`src/rtl/s64x7_bus_pkg.sv`:
```
// Shared types and constants for the S64X7 64-to-16-bit bus bridge.
package s64x7_bus_pkg;

  localparam int unsigned LANE_W             = 2;
  localparam int unsigned N_LANES            = 4;
  localparam int unsigned HW_W               = 16;
  localparam int unsigned DW_W               = 64;
  localparam int unsigned SEL_W              = 8;
  localparam int unsigned ADR_W              = 61;
  localparam int unsigned M_ADR_W            = 63;
  localparam int unsigned TIMEOUT_CYCLES_DEF = 255;

  // Wait counter only needs to hold 0 .. max_cycles-1.
  function automatic int unsigned to_cnt_width(input int unsigned max_cycles);
    return (max_cycles < 3) ? 1 : $clog2(max_cycles);
  endfunction

  localparam int unsigned TO_W_DEF = to_cnt_width(TIMEOUT_CYCLES_DEF);

  typedef enum logic [1:0] {
    ST_IDLE = 2'd0,
    ST_BEAT = 2'd1,
    ST_DONE = 2'd2
  } state_e;

  typedef struct packed {
    logic [ADR_W-1:0] adr;
    logic [SEL_W-1:0] sel;
    logic             we;
    logic             vpa;
    logic [DW_W-1:0]  dat;
  } req_t;

endpackage

```
`src/rtl/s64x7_bus16_bridge_if.sv`:
```
// Core-side 64-bit request port and 16-bit external bus port of the bridge.
interface s64x7_bus16_bridge_if;
  import s64x7_bus_pkg::*;

  logic [ADR_W-1:0]   adr_i;
  logic               cyc_i;
  logic               stb_i;
  logic [SEL_W-1:0]   sel_i;
  logic               we_i;
  logic               vpa_i;
  logic [DW_W-1:0]    dat_i;
  logic               ack_o;
  logic [DW_W-1:0]    dat_o;
  logic               err_o;
  logic [M_ADR_W-1:0] m_adr_o;
  logic               m_cyc_o;
  logic               m_stb_o;
  logic [1:0]         m_sel_o;
  logic               m_we_o;
  logic               m_vpa_o;
  logic [HW_W-1:0]    m_dat_o;
  logic [HW_W-1:0]    m_dat_i;
  logic               m_ack_i;

  // Bridge view: serves the core, drives the external bus.
  modport slave (
    input  adr_i, cyc_i, stb_i, sel_i, we_i, vpa_i, dat_i, m_dat_i, m_ack_i,
    output ack_o, dat_o, err_o, m_adr_o, m_cyc_o, m_stb_o, m_sel_o, m_we_o,
           m_vpa_o, m_dat_o
  );

  // Core + external memory view.
  modport master (
    output adr_i, cyc_i, stb_i, sel_i, we_i, vpa_i, dat_i, m_dat_i, m_ack_i,
    input  ack_o, dat_o, err_o, m_adr_o, m_cyc_o, m_stb_o, m_sel_o, m_we_o,
           m_vpa_o, m_dat_o
  );

endinterface

```
`src/rtl/s64x7_lane_pick.sv`:
```
// Finds the lowest halfword lane with a nonzero byte-select pair at or above
// (INCLUSIVE=1) or strictly above (INCLUSIVE=0) lane k.
module s64x7_lane_pick
  import s64x7_bus_pkg::*;
#(
  parameter bit INCLUSIVE = 1'b0
) (
  input  logic [SEL_W-1:0]  sel,
  input  logic [LANE_W-1:0] k,
  output logic [LANE_W-1:0] lane_c,
  output logic              vld_c
);

  // Scan downward so the lowest qualifying lane is written last.
  always_comb begin
    lane_c = '0;
    vld_c  = 1'b0;
    for (int i = int'(N_LANES) - 1; i >= 0; i--) begin
      if ((sel[2*i +: 2] != 2'b00) &&
          (INCLUSIVE ? (i >= int'(k)) : (i > int'(k)))) begin
        lane_c = LANE_W'(i);
        vld_c  = 1'b1;
      end
    end
  end

endmodule

```
`src/rtl/s64x7_bus16_bridge.sv`:
```
// Splits 64-bit core accesses into 16-bit little-endian halfword beats.
// Optional beat timeout enabled by defining S64X7_BRIDGE_TIMEOUT_EN.
module s64x7_bus16_bridge
  import s64x7_bus_pkg::*;
#(
  parameter int unsigned TIMEOUT_CYCLES = TIMEOUT_CYCLES_DEF
) (
  input  logic                 clk_i,
  input  logic                 reset_i,
  s64x7_bus16_bridge_if.slave  bus
);

  if (TIMEOUT_CYCLES < 1) begin : g_timeout_range
    $error("TIMEOUT_CYCLES must be at least 1");
  end

  state_e             state_q, state_d;
  logic [LANE_W-1:0]  lane_q, lane_d;
  req_t               req_q, req_d;
  logic [DW_W-1:0]    buf_q, buf_d;

  logic               ack_q, ack_d;
  logic               err_q, err_d;
  logic [DW_W-1:0]    dat_o_q, dat_o_d;
  logic [M_ADR_W-1:0] m_adr_q, m_adr_d;
  logic               m_cyc_q, m_cyc_d;
  logic               m_stb_q, m_stb_d;
  logic [1:0]         m_sel_q, m_sel_d;
  logic               m_we_q, m_we_d;
  logic               m_vpa_q, m_vpa_d;
  logic [HW_W-1:0]    m_dat_q, m_dat_d;

  logic [LANE_W-1:0]  first_lane_c, next_lane_c;
  logic               first_vld_c, next_vld_c;
  logic               to_hit_c;

  s64x7_lane_pick #(.INCLUSIVE(1'b1)) u_first_pick (
    .sel    (bus.sel_i),
    .k      (LANE_W'(0)),
    .lane_c (first_lane_c),
    .vld_c  (first_vld_c)
  );

  s64x7_lane_pick #(.INCLUSIVE(1'b0)) u_next_pick (
    .sel    (req_q.sel),
    .k      (lane_q),
    .lane_c (next_lane_c),
    .vld_c  (next_vld_c)
  );

`ifdef S64X7_BRIDGE_TIMEOUT_EN
  localparam int unsigned TO_W = to_cnt_width(TIMEOUT_CYCLES);
  logic [TO_W-1:0] wait_q, wait_d;

  assign to_hit_c = (state_q == ST_BEAT) && bus.cyc_i && !bus.m_ack_i &&
                    (wait_q == TO_W'(TIMEOUT_CYCLES - 1));

  // Counts unacknowledged cycles of the current beat; restarts on every new beat.
  always_comb begin
    wait_d = '0;
    if ((state_q == ST_BEAT) && (state_d == ST_BEAT) && !bus.m_ack_i)
      wait_d = wait_q + TO_W'(1);
  end

  always_ff @(posedge clk_i) begin
    if (reset_i) wait_q <= '0;
    else         wait_q <= wait_d;
  end
`else
  assign to_hit_c = 1'b0;
`endif

  // State register plus all registered outputs.
  always_ff @(posedge clk_i) begin
    if (reset_i) begin
      state_q <= ST_IDLE;
      lane_q  <= '0;
      req_q   <= '0;
      buf_q   <= '0;
      ack_q   <= 1'b0;
      err_q   <= 1'b0;
      dat_o_q <= '0;
      m_adr_q <= '0;
      m_cyc_q <= 1'b0;
      m_stb_q <= 1'b0;
      m_sel_q <= 2'b00;
      m_we_q  <= 1'b0;
      m_vpa_q <= 1'b0;
      m_dat_q <= '0;
    end else begin
      state_q <= state_d;
      lane_q  <= lane_d;
      req_q   <= req_d;
      buf_q   <= buf_d;
      ack_q   <= ack_d;
      err_q   <= err_d;
      dat_o_q <= dat_o_d;
      m_adr_q <= m_adr_d;
      m_cyc_q <= m_cyc_d;
      m_stb_q <= m_stb_d;
      m_sel_q <= m_sel_d;
      m_we_q  <= m_we_d;
      m_vpa_q <= m_vpa_d;
      m_dat_q <= m_dat_d;
    end
  end

  // Next state, lane walk, request latch and read-buffer fill.
  always_comb begin
    state_d = state_q;
    lane_d  = lane_q;
    req_d   = req_q;
    buf_d   = buf_q;
    unique case (state_q)
      ST_IDLE: begin
        if (bus.cyc_i && bus.stb_i) begin
          req_d = '{adr: bus.adr_i, sel: bus.sel_i, we: bus.we_i,
                    vpa: bus.vpa_i, dat: bus.dat_i};
          buf_d = '0;
          if (first_vld_c) begin
            state_d = ST_BEAT;
            lane_d  = first_lane_c;
          end else begin
            state_d = ST_DONE;
          end
        end
      end
      ST_BEAT: begin
        // Abort wins over a coincident beat acknowledge.
        if (!bus.cyc_i) begin
          state_d = ST_IDLE;
        end else if (bus.m_ack_i) begin
          if (!req_q.we) buf_d[{lane_q, 4'b0000} +: HW_W] = bus.m_dat_i;
          if (next_vld_c) lane_d  = next_lane_c;
          else            state_d = ST_DONE;
        end else if (to_hit_c) begin
          state_d = ST_DONE;
        end
      end
      ST_DONE: state_d = ST_IDLE;
      default: state_d = ST_IDLE;
    endcase
  end

  // Output values for the cycle following this edge.
  always_comb begin
    ack_d   = 1'b0;
    err_d   = 1'b0;
    dat_o_d = '0;
    m_adr_d = '0;
    m_cyc_d = 1'b0;
    m_stb_d = 1'b0;
    m_sel_d = 2'b00;
    m_we_d  = 1'b0;
    m_vpa_d = 1'b0;
    m_dat_d = '0;
    if (state_d == ST_DONE) begin
      ack_d   = 1'b1;
      err_d   = to_hit_c;
      dat_o_d = buf_d;
    end
    if (state_d == ST_BEAT) begin
      m_cyc_d = 1'b1;
      m_stb_d = 1'b1;
      m_adr_d = {req_d.adr, lane_d};
      m_sel_d = req_d.sel[{lane_d, 1'b0} +: 2];
      m_we_d  = req_d.we;
      m_vpa_d = req_d.vpa;
      m_dat_d = req_d.dat[{lane_d, 4'b0000} +: HW_W];
    end
  end

  assign bus.ack_o   = ack_q;
  assign bus.err_o   = err_q;
  assign bus.dat_o   = dat_o_q;
  assign bus.m_adr_o = m_adr_q;
  assign bus.m_cyc_o = m_cyc_q;
  assign bus.m_stb_o = m_stb_q;
  assign bus.m_sel_o = m_sel_q;
  assign bus.m_we_o  = m_we_q;
  assign bus.m_vpa_o = m_vpa_q;
  assign bus.m_dat_o = m_dat_q;

endmodule

```
`src/flat_wrapper.sv`:
```
// flat-port wrapper written by rule: the top's interface ports become plain ports
module s64x7_bus16_bridge_flat import s64x7_bus_pkg::*;
#(
  parameter int unsigned TIMEOUT_CYCLES = TIMEOUT_CYCLES_DEF
)
  (clk_i, reset_i, bus_adr_i, bus_cyc_i, bus_stb_i, bus_sel_i, bus_we_i, bus_vpa_i, bus_dat_i, bus_m_dat_i, bus_m_ack_i, bus_ack_o, bus_dat_o, bus_err_o, bus_m_adr_o, bus_m_cyc_o, bus_m_stb_o, bus_m_sel_o, bus_m_we_o, bus_m_vpa_o, bus_m_dat_o);
  s64x7_bus16_bridge_if bus_i ();
  input  logic clk_i;
  input  logic reset_i;
  input wire logic [$bits(bus_i.adr_i)-1:0] bus_adr_i;
  input wire logic [$bits(bus_i.cyc_i)-1:0] bus_cyc_i;
  input wire logic [$bits(bus_i.stb_i)-1:0] bus_stb_i;
  input wire logic [$bits(bus_i.sel_i)-1:0] bus_sel_i;
  input wire logic [$bits(bus_i.we_i)-1:0] bus_we_i;
  input wire logic [$bits(bus_i.vpa_i)-1:0] bus_vpa_i;
  input wire logic [$bits(bus_i.dat_i)-1:0] bus_dat_i;
  input wire logic [$bits(bus_i.m_dat_i)-1:0] bus_m_dat_i;
  input wire logic [$bits(bus_i.m_ack_i)-1:0] bus_m_ack_i;
  output wire logic [$bits(bus_i.ack_o)-1:0] bus_ack_o;
  output wire logic [$bits(bus_i.dat_o)-1:0] bus_dat_o;
  output wire logic [$bits(bus_i.err_o)-1:0] bus_err_o;
  output wire logic [$bits(bus_i.m_adr_o)-1:0] bus_m_adr_o;
  output wire logic [$bits(bus_i.m_cyc_o)-1:0] bus_m_cyc_o;
  output wire logic [$bits(bus_i.m_stb_o)-1:0] bus_m_stb_o;
  output wire logic [$bits(bus_i.m_sel_o)-1:0] bus_m_sel_o;
  output wire logic [$bits(bus_i.m_we_o)-1:0] bus_m_we_o;
  output wire logic [$bits(bus_i.m_vpa_o)-1:0] bus_m_vpa_o;
  output wire logic [$bits(bus_i.m_dat_o)-1:0] bus_m_dat_o;
  assign bus_i.adr_i = bus_adr_i;
  assign bus_i.cyc_i = bus_cyc_i;
  assign bus_i.stb_i = bus_stb_i;
  assign bus_i.sel_i = bus_sel_i;
  assign bus_i.we_i = bus_we_i;
  assign bus_i.vpa_i = bus_vpa_i;
  assign bus_i.dat_i = bus_dat_i;
  assign bus_i.m_dat_i = bus_m_dat_i;
  assign bus_i.m_ack_i = bus_m_ack_i;
  assign bus_ack_o = bus_i.ack_o;
  assign bus_dat_o = bus_i.dat_o;
  assign bus_err_o = bus_i.err_o;
  assign bus_m_adr_o = bus_i.m_adr_o;
  assign bus_m_cyc_o = bus_i.m_cyc_o;
  assign bus_m_stb_o = bus_i.m_stb_o;
  assign bus_m_sel_o = bus_i.m_sel_o;
  assign bus_m_we_o = bus_i.m_we_o;
  assign bus_m_vpa_o = bus_i.m_vpa_o;
  assign bus_m_dat_o = bus_i.m_dat_o;
  s64x7_bus16_bridge #(.TIMEOUT_CYCLES(TIMEOUT_CYCLES)) u_core (.clk_i(clk_i), .reset_i(reset_i), .bus(bus_i));
endmodule
```
`config.mk`:
```
export PLATFORM = sky130hd
export DESIGN_NAME = s64x7_bus16_bridge_flat
export DESIGN_NICKNAME = d
export VERILOG_FILES = /design/src/rtl/s64x7_bus_pkg.sv /design/src/rtl/s64x7_bus16_bridge_if.sv /design/src/rtl/s64x7_lane_pick.sv /design/src/rtl/s64x7_bus16_bridge.sv /design/src/flat_wrapper.sv
export SDC_FILE = /design/constraint.sdc
export NUM_CORES = 1
export LEC_CHECK = 0
export ABC_AREA = 1
export ABC_CLOCK_PERIOD_IN_PS = 2100
export CAP_MARGIN = 10
export CORE_ASPECT_RATIO = 0.8
export CORE_UTILIZATION = 49
export CTS_CLUSTER_SIZE = 10
export DETAILED_ROUTE_END_ITERATION = 8
export HOLD_SLACK_MARGIN = 0.03
export PLACE_DENSITY = 0.79
export SLEW_MARGIN = 20
export SYNTH_ARGS = -nofsm -noshare
export SYNTH_HDL_FRONTEND = slang
export SYNTH_HIERARCHICAL = 1
export SYNTH_SLANG_ARGS = --single-unit
```
`constraint.sdc`:
```
create_clock -name clk_i -period 2.1 [get_ports clk_i]
set_input_delay 0.42 -clock clk_i [delete_from_list [all_inputs] [get_ports clk_i]]
set_output_delay 0.42 -clock clk_i [all_outputs]
set_load 0.02 [all_outputs]
```
==> impl_metrics.toml <==
[worst_setup_path]
path_cells = "clkdlybuf4s50_1"
r2r_end = "u_core/buf_q[33]$_SDFF_PP0_"
crit_type = "reg2out"
path_delay_family = "buffers and inverters"
start_kind = "register"
max_stage_delay_ns = 0.65
crit_arrival_ns = 1.58
crit_buf_inv = 1
rrSetupSlack_ns = 0.15
crit_fanout = 1
worstRegToRegCells = 10
required_ns = 1.68
slowest_stage = "clkdlybuf4s50_1"
cp-end-kind = "output pin"
r2r_start = "u_core/lane_q[1]$_SDFF_PP0_"

[power]
vdd_ir_drop_max_v = 0.000705
p_leak_nw = 7.39
power.density_nw_per_um2 = 861
total_power_w = 0.0151

[floorplan]
dieArea_um2 = 26200
start_util_pct = 50.7
num_rows = 51
die_w_um = 181
core_area_um2 = 24700
fp.dieH_um = 145
ioPinCount = 307

[timing]
fin_crit_sh_pct = 95.0
fmax_mhz = 501
rsz0062_at_grt = "true"
finalSetupViolCount = 0
layout_min_cycle_time_ns = 2.00
slew_headroom_pct = 62.4
worst_slew_pin_slew_ns = 0.558
finalHoldViolCount = 0
layout_setup_ws_ns = 0.104
skew_ns = 0.0173
final_max_slew_viol_count = 0

[detailed_routing]
drt_iter0_drc = 863
drtPass1Iterations = 5
wl_per_cell_um = 16.7
drc_errors = 0
drt_wl_total_um = 35600
via_per_inst = 5.14
vias = 10967
ant_nets = 0

[synth]
netlist_instances = 1462
yosys_warnings = 6
post_synth_num_cell_types = 39
synth_edf_count = 0
syn_area_um2 = 12500
synth-main-ff-cell = "dfxtp_1"
ys_ff_latch = 352
post_synth.cell_area_avg_um2 = 8.56
seq_area_frac_synth_pct = 56.3
async_flop_share_pct = 0

[layout]
fin_nets = 1970
drive_gt1_share_pct = 9.81
mostFrequentLayoutCells = "dfxtp_1, nor2_1, clkdlybuf4s50_1, nand2_1, inv_1"
fin_cells = 2134
final_core_util_pct = 70.9
mostFrequentLayoutCell = "dfxtp_1"
area_growth_syn_to_layout_pct = 39.8

[job]
cap_viol_max_count = 0

[global_routing]
grt_pass1_vias = 10636
grt_overflow = 0
grt_max_degree = 106
antenna_found_initial = 2
grt_pass1_wl_um = 56300
grt.total_usage_pct = 26.8

[clock_tree]
cts.path.max_buffers = 3
clk_latency_ns = 0.52
htreeDepth = 2
cts_tree = "built"
cts_buffers = 41
cts_sinks = 352
postCtsHoldBufs = 0
clk_pin_slew_ns = 0.05
cts-root-buf = "clkbuf_16"

[worst_hold_path]
holdPathStages = 3
min_to = "u_core/lane_q[1]$_SDFF_PP0_"
hold_class = "in2reg"
min_from = "reset_i"

[status]
status = "completed"

[placed_design]
dp_slack_ns = -0.297
dp_hpwl_um = 25400
gp_congestion = 0.890
dpl.cell_count = 2082
port_buffers = 305
Yosys cell counts (6+ instances only):
library cell,number,area [µm²]
o21ai_1,35,175
a22oi_1,14,105
nand4_1,39,244
nand3_1,60,300
mux2i_1,62,621
a21oi_1,32,160
buf_2,19,95.1
clkbuf_1,46,173
buf_6,12,135
buf_4,12,90.1
o21ai_0,61,305
o31ai_1,6,45.0
inv_1,122,458
or2_0,21,131
nor2_1,340,1280
nand2_1,157,589
dfxtp_1,352,7050
or2_2,16,100
nand3b_1,18,135
metal layers:
layer  share of wire (%)  GRT usage, %  up-vias
met4                 2.8          8.76        2
met2                  45          42.1      484
met1                  43          34.7     5107
met3                 9.9          8.91       70
li1                    -             -     5304
met5               0.048             0        -
through the flow:
stage / TNS, ns / hold WS, ns / area, µm²
4_1_cts: 0 / 0.414 / 17500
2_1_floorplan: 0 / 0.450 / 12500
3_5_place_dp: -22.16 / 0.467 / 16400
3_3_place_gp: -15.66 / 0.458 / 16400
5_1_grt: -0.0209 / 0.424 / 17500
6_report: 0 / 0.417 / 17500
state kept, by name, indices dropped and copies added, names as in the netlist:
register and count:
u_core/buf_q 64, u_core/bus.ack_o 1, u_core/bus.dat_o 64, u_core/bus.m_adr_o 63, u_core/bus.m_dat_o 16, u_core/bus.m_sel_o 2
u_core/bus.m_stb_o 1, u_core/bus.m_vpa_o 1, u_core/bus.m_we_o 1, u_core/lane_q 2, u_core/req_q 135, u_core/state_q 2
repair_timing:
action	4_1_cts	5_1_grt
endpoints found under the setup margin	0	27
buffers inserted	0	2
gates resized for setup	0	5
final cells by class:
cell class | count | area (µm²)
fillers | 1890 | 7200
flip-flops and latches | 352 | 7050
multi-input cells | 895 | 4530
repair buffers | 389 | 3910
clock buffers | 47 | 1100
inverters | 130 | 495
well taps | 318 | 398
clock inverters | 2 | 13.8
diodes | 1 | 2.50
how the worst max path moves through the flow:
| stage | depth (start not counted) | slack, ns | endpoint | from |
|---|---|---|---|---|
| 2_1_floorplan | 10 | 0.19 | u_core/bus.dat_o[19]$_SDFF_PP0_ | u_core/lane_q[0]$_SDFF_PP0_ |
| 3_3_place_gp | 12 | -0.23 | u_core/bus.m_sel_o[1]$_SDFF_PP0_ | bus_sel_i[7] |
| 3_5_place_dp | 11 | -0.30 | u_core/bus.m_dat_o[13]$_SDFF_PP0_ | bus_sel_i[7] |
| 4_1_cts | 10 | 0.1 | u_core/buf_q[43]$_SDFF_PP0_ | u_core/lane_q[0]$_SDFF_PP0_ |
| 5_1_grt | 10 | -0.01 | u_core/buf_q[35]$_SDFF_PP0_ | u_core/lane_q[1]$_SDFF_PP0_ |
| 6_report | 1 | 0.10 | bus_m_dat_o[14] | u_core/bus.m_dat_o[14]$_SDFF_PP0_ |
power breakdown:
part / leakage [nW] / switching (W) / total [W] / internal [W]
logic: 3.98 / 0.00108 / 0.00198 / 0.000901
clock network: 0.549 / 0.00247 / 0.00612 / 0.00365
registers: 2.86 / 0.0000722 / 0.00698 / 0.00690
cell families (layout without fill, tap and decap cells):
logic type / Yosys count / count (layout) / synth area share [%]
buffers and inverters: 220 / 568 / 7.93
AO/OA/AOI/OAI: 155 / 155 / 6.91
flip-flops: 352 / 352 / 56.3
AND/OR/NAND/NOR: 667 / 667 / 23.4
adder cells (fa/ha/maj): 5 / 5 / 0.500
other: 1 / 7 / 0.0300
multiplexers: 62 / 62 / 4.96
Note: power is estimated with default switching activity, not from simulation.
